$ cat config.mk
export PLATFORM = sky130hd
export DESIGN_NAME = stopwatch_ctrl
export DESIGN_NICKNAME = d
export VERILOG_FILES = /design/src/rtl/stopwatch_ctrl.sv
export SDC_FILE = /design/constraint.sdc
export NUM_CORES = 1
export LEC_CHECK = 0
export CAP_MARGIN = 0
export CORE_MARGIN = 2
export CORE_UTILIZATION = 54
export DETAILED_ROUTE_END_ITERATION = 10
export PLACE_DENSITY = 0.78
export SYNTH_ARGS = -nofsm -noshare
export SYNTH_HDL_FRONTEND = slang
export SYNTH_SLANG_ARGS = --single-unit
$ cat constraint.sdc
create_clock -name clk -period 2.5 [get_ports clk]
set_input_delay 0.25 -clock clk [delete_from_list [all_inputs] [get_ports clk]]
set_output_delay 0.25 -clock clk [all_outputs]
set_load 0.01 [all_outputs]
$ cat src/rtl/stopwatch_ctrl.sv
// Stopwatch controller: PAUSED/RUN/ADJ sequencing of a minutes:seconds count with registered display.
// Optional lap hold is built only when STOPWATCH_CTRL_LAP_EN is defined.
//
// state  | meaning
// PAUSED | count held, waiting for btn_pause to resume
// RUN    | count advances on tick_1hz
// ADJ    | selected field increments on tick_fast, no carry
module stopwatch_ctrl #(
    parameter int SEC_MAX = 59,
    parameter int MIN_MAX = 99
) (
    input  logic       clk,
    input  logic       rst_n,
    input  logic       tick_1hz,
    input  logic       tick_fast,
    input  logic       btn_pause,
    input  logic       btn_reset,
    input  logic       btn_lap,
    input  logic       sw_adj,
    input  logic       sw_sel,
    output logic [6:0] disp_min,
    output logic [5:0] disp_sec,
    output logic       running,
    output logic       adj_blink,
    output logic       lap_active
);

    typedef enum logic [1:0] {PAUSED, RUN, ADJ} state_t;

    localparam logic [5:0] SEC_LAST = 6'(SEC_MAX);
    localparam logic [6:0] MIN_LAST = 7'(MIN_MAX);

    state_t     state_q, state_d;
    logic [5:0] sec_q, sec_d;
    logic [6:0] min_q, min_d;
    logic [5:0] dsec_q, dsec_d;
    logic [6:0] dmin_q, dmin_d;
    logic       blink_q, blink_d;
    logic       lap_q, lap_d;
    logic       armed_q, armed_d;

    always_ff @(posedge clk or negedge rst_n) begin
        if (!rst_n) begin
            state_q <= PAUSED;
            sec_q   <= '0;
            min_q   <= '0;
            dsec_q  <= '0;
            dmin_q  <= '0;
            blink_q <= 1'b0;
            lap_q   <= 1'b0;
            armed_q <= 1'b0;
        end else begin
            state_q <= state_d;
            sec_q   <= sec_d;
            min_q   <= min_d;
            dsec_q  <= dsec_d;
            dmin_q  <= dmin_d;
            blink_q <= blink_d;
            lap_q   <= lap_d;
            armed_q <= armed_d;
        end
    end

    always_comb begin
        state_d = state_q;
        sec_d   = sec_q;
        min_d   = min_q;
        blink_d = blink_q;
        lap_d   = lap_q;
        armed_d = 1'b1;

        // The first edge out of reset only arms the block; all inputs are ignored on it.
        if (armed_q) begin
            case (state_q)
                PAUSED:  if (sw_adj) state_d = ADJ; else if (btn_pause) state_d = RUN;
                RUN:     if (sw_adj) state_d = ADJ; else if (btn_pause) state_d = PAUSED;
                ADJ:     if (!sw_adj) state_d = PAUSED;
                default: state_d = PAUSED;
            endcase

            if (state_q == RUN && tick_1hz) begin
                if (sec_q == SEC_LAST) begin
                    sec_d = '0;
                    min_d = (min_q == MIN_LAST) ? 7'd0 : min_q + 7'd1;
                end else begin
                    sec_d = sec_q + 6'd1;
                end
            end

            if (state_q == ADJ && tick_fast) begin
                if (sw_sel) min_d = (min_q == MIN_LAST) ? 7'd0 : min_q + 7'd1;
                else        sec_d = (sec_q == SEC_LAST) ? 6'd0 : sec_q + 6'd1;
            end

            if (btn_reset) begin
                sec_d = '0;
                min_d = '0;
            end

            // Blink restarts at 0 on ADJ entry and only toggles while staying in ADJ.
            if (state_q == ADJ && state_d == ADJ) blink_d = blink_q ^ tick_fast;
            else                                  blink_d = 1'b0;

`ifdef STOPWATCH_CTRL_LAP_EN
            if (btn_reset || state_d != RUN)       lap_d = 1'b0;
            else if (state_q == RUN && btn_lap)    lap_d = ~lap_q;
`else
            lap_d = 1'b0;
`endif
        end

        if (lap_d) begin
            dsec_d = dsec_q;
            dmin_d = dmin_q;
        end else begin
            dsec_d = sec_d;
            dmin_d = min_d;
        end
    end

`ifndef STOPWATCH_CTRL_LAP_EN
    logic unused_btn_lap;
    assign unused_btn_lap = btn_lap;
`endif

    assign disp_min   = dmin_q;
    assign disp_sec   = dsec_q;
    assign running    = (state_q == RUN);
    assign adj_blink  = blink_q;
    assign lap_active = lap_q;

endmodule

==> impl_metrics.ini <==
[sta]
fin_skew_ns = 0.003434
rsz0062_at_grt = false
slew_violations = 0
fmax_ghz = 0.4830
period_minus_slack_ns = 2.070
worst_slew_pin_slew_ns = 0.5636
setup_tns_ns = 0
fin_crit_sh_pct = 82.81
slew-limit-headroom_pct = 61.90
finalSetupViolations = 0
hold_violations = 0

[synth]
synth_cells = 199
synth_top_area_cell = dfrtp_1
synth.most_common_cell = dfrtp_1
ys_warn_count = 0
synthSimpleGateAreaFrac_pct = 18.90
synth_xor_area_share_pct = 0
ys_async_sr_fraction_pct = 100.0
seq_area_frac_synth_pct = 42.61
synthTopCellsByArea = dfrtp_1, o21ai_0, a31oi_1
netlist_area_um2 = 1820
syn_avg_cell_area_um2 = 9.148
synth_ff_type = dfrtp_1
synthAdderAreaFrac_pct = 1.375
synthMuxAreaShare_pct = 4.536
yosys-top-cells-count = dfrtp_1, o21ai_0, nand2_1
synth_top_family_by_area = compound AO/OA/AOI/OAI gates
synth.top_cell.area_share_pct = 42.61
ys_ff_latch = 31
synth_edf_count = 0
synth-compound-area-share_pct = 25.22
syn_nets = 210
synthDistinctLibCells = 53

[final_layout]
diodes = 0
layout-drive-gt1-share_pct = 11.26
finalNetCount = 232
areaGrowthSynthToFinish_pct = 17.25
final_util_pct = 64.99
fill_cells = 288

[cts]
cts_tree = yes
cts_buffers = 5
clk-insertion-delay-late_ns = 0.33
clock-root-buffer = clkbuf_4
clk_path_buf_depth = 2
htree_levels = 2
path_clk_slew_ns = 0.10
postCtsSetupBuffers = 0
hold_buffers = 0
post_cts_resized = 0
clock-sinks = 31

[worst_setup_path]
critPathMaxStageDelay_ns = 0.51
crit_path_cell_trace = ha_1, and4_1, a31oi_4, or4_4, o221ai_1
start_kind = flop
end_kind = flop
setup.worst_path.class = reg -> reg
cpMaxStageDelayCell = or4_4
path_max_fanout = 8
cp.required_ns = 2.74
arrival_ns = 2.31

[floorplan]
ioPinCount = 25
start_util_pct = 55.43
die_y_um = 62.06
core_um2 = 3284
design.die.area_um2 = 3851
placementRows = 21
die-width_um = 62.06

[grt]
grt_pass1_vias = 1419
grt_max_degree = 32
grt_first_pass_wirelength_um = 6824
grt_overflow = 0
grt.total_usage_pct = 24.31
antenna_found_initial = 0

[detailed_routing]
wl_met1_um = 1805
drt-pass1-iter-count = 5
routed-wl-met2_um = 1958
num_vias = 1670
wl_met3_um = 330
highest-signal-layer = met4
antenna_left = 0
drc = 0
vias_per_cell = 6.231
routed_wl_um = 4148
wire_per_inst_um = 15.48
first_iter_violations = 95

[job]
drv_cap = 0

[status]
status = finished clean

[pwr]
p_leak_uw = 0.0008923
ir_drop_mv = 0.2923
power_density_nw_per_um2 = 564.9

[placement]
io_buffers = 23
hpwl_um = 2983
gp_congestion = 0.9438

[worst_hold_path]
holdCritPathClass = in -> async
## cells in the final DEF, fill, tap and decap left out, drive strengths merged, types with 2 or more instances in the layout
cell	Yosys	layout
dfrtp	31	31
clkdlybuf4s50	0	23
o21ai	18	18
nand2	16	16
nor2	14	14
inv	11	11
a31oi	11	11
nand3	9	9
a21oi	7	7
mux2i	6	6
buf	6	6
o22ai	5	5
o211ai	5	5
clkbuf	8	5
nor3	4	4
and3	4	4
or4	4	4
o21a	3	3
clkinv	0	3
nand4	2	2
o311ai	2	2
o221ai	2	2
a22oi	2	2
a32oi	2	2
mux2	2	2
ha	2	2
a311oi	2	2
## cells by family after synthesis
kind of cell / Yosys count
compound gates: 67
mux: 8
buf+inv: 26
simple gates: 64
other cells: 1
fa+ha+maj: 2
flops: 31
## stage by stage
stage	worst slack, ns	area [µm²]	hold WS (ns)	power, µW	std cells
global placement	0.5191	2082	0.4756	917.5	260
floorplan	0.7750	1821	-0.04559	814.5	199
CTS	0.4675	2135	0.3148	1214	268
global route	0.3104	2135	0.3326	1283	268
detailed placement	0.4612	2082	0.4945	934.4	260
finish	0.4297	2135	0.3031	1206	268
## worst max-delay path: cells and delay by family, from the launching register on
family	cells	cell delay, ns
and+or+nand+nor	2	0.91
AOI/OAI and AO/OA	2	0.39
adders and majority gates	1	0.22
DFF	1	0.46
## state kept, by name (all words and copies together) (netlist names)
| signal | count |
|---|---|
| sec_q | 6 |
| adj_blink | 1 |
| disp_sec | 6 |
| disp_min | 7 |
| armed_q | 1 |
| min_q | 7 |
| state_q | 2 |
| lap_active | 1 |
## per-layer routing
layer	vias up	GRT usage, %
met5	-	0
li1	792	-
met3	6	6.004
met2	77	36.76
met4	0	8.511
met1	795	33.99
## worst paths after layout
path | endpoint | cells past startpoint | from | slack [ns]
max in group asynchronous | sec_q[0] | 2 | rst_n | 1.91
min reg2reg | disp_min[0] | 2 | disp_min[0] | 0.52
max reg2reg | min_q[2] | 5 | sec_q[0] | 0.43
min | sec_q[1] | 2 | rst_n | 0.30
min in group clk | disp_min[0] | 2 | disp_min[0] | 0.52
max | min_q[2] | 5 | sec_q[0] | 0.43
## cell type report
class / count / area (µm²) / share of cell area, %
clock inverter: 3 / 15.01 / 0.7034
clock buffer: 5 / 37.54 / 1.758
tap: 46 / 57.56 / 2.696
timing repair buffer: 29 / 275.3 / 12.90
inverter: 12 / 58.81 / 2.755
multi-input combinational: 142 / 914.6 / 42.85
sequential: 31 / 775.7 / 36.34
## power by group
group	total [µW]	switching, µW	internal, µW
combinational	294	147	147
clock	279	175	104
sequential	633	74.5	558
Power figures use the tool's default switching activity.
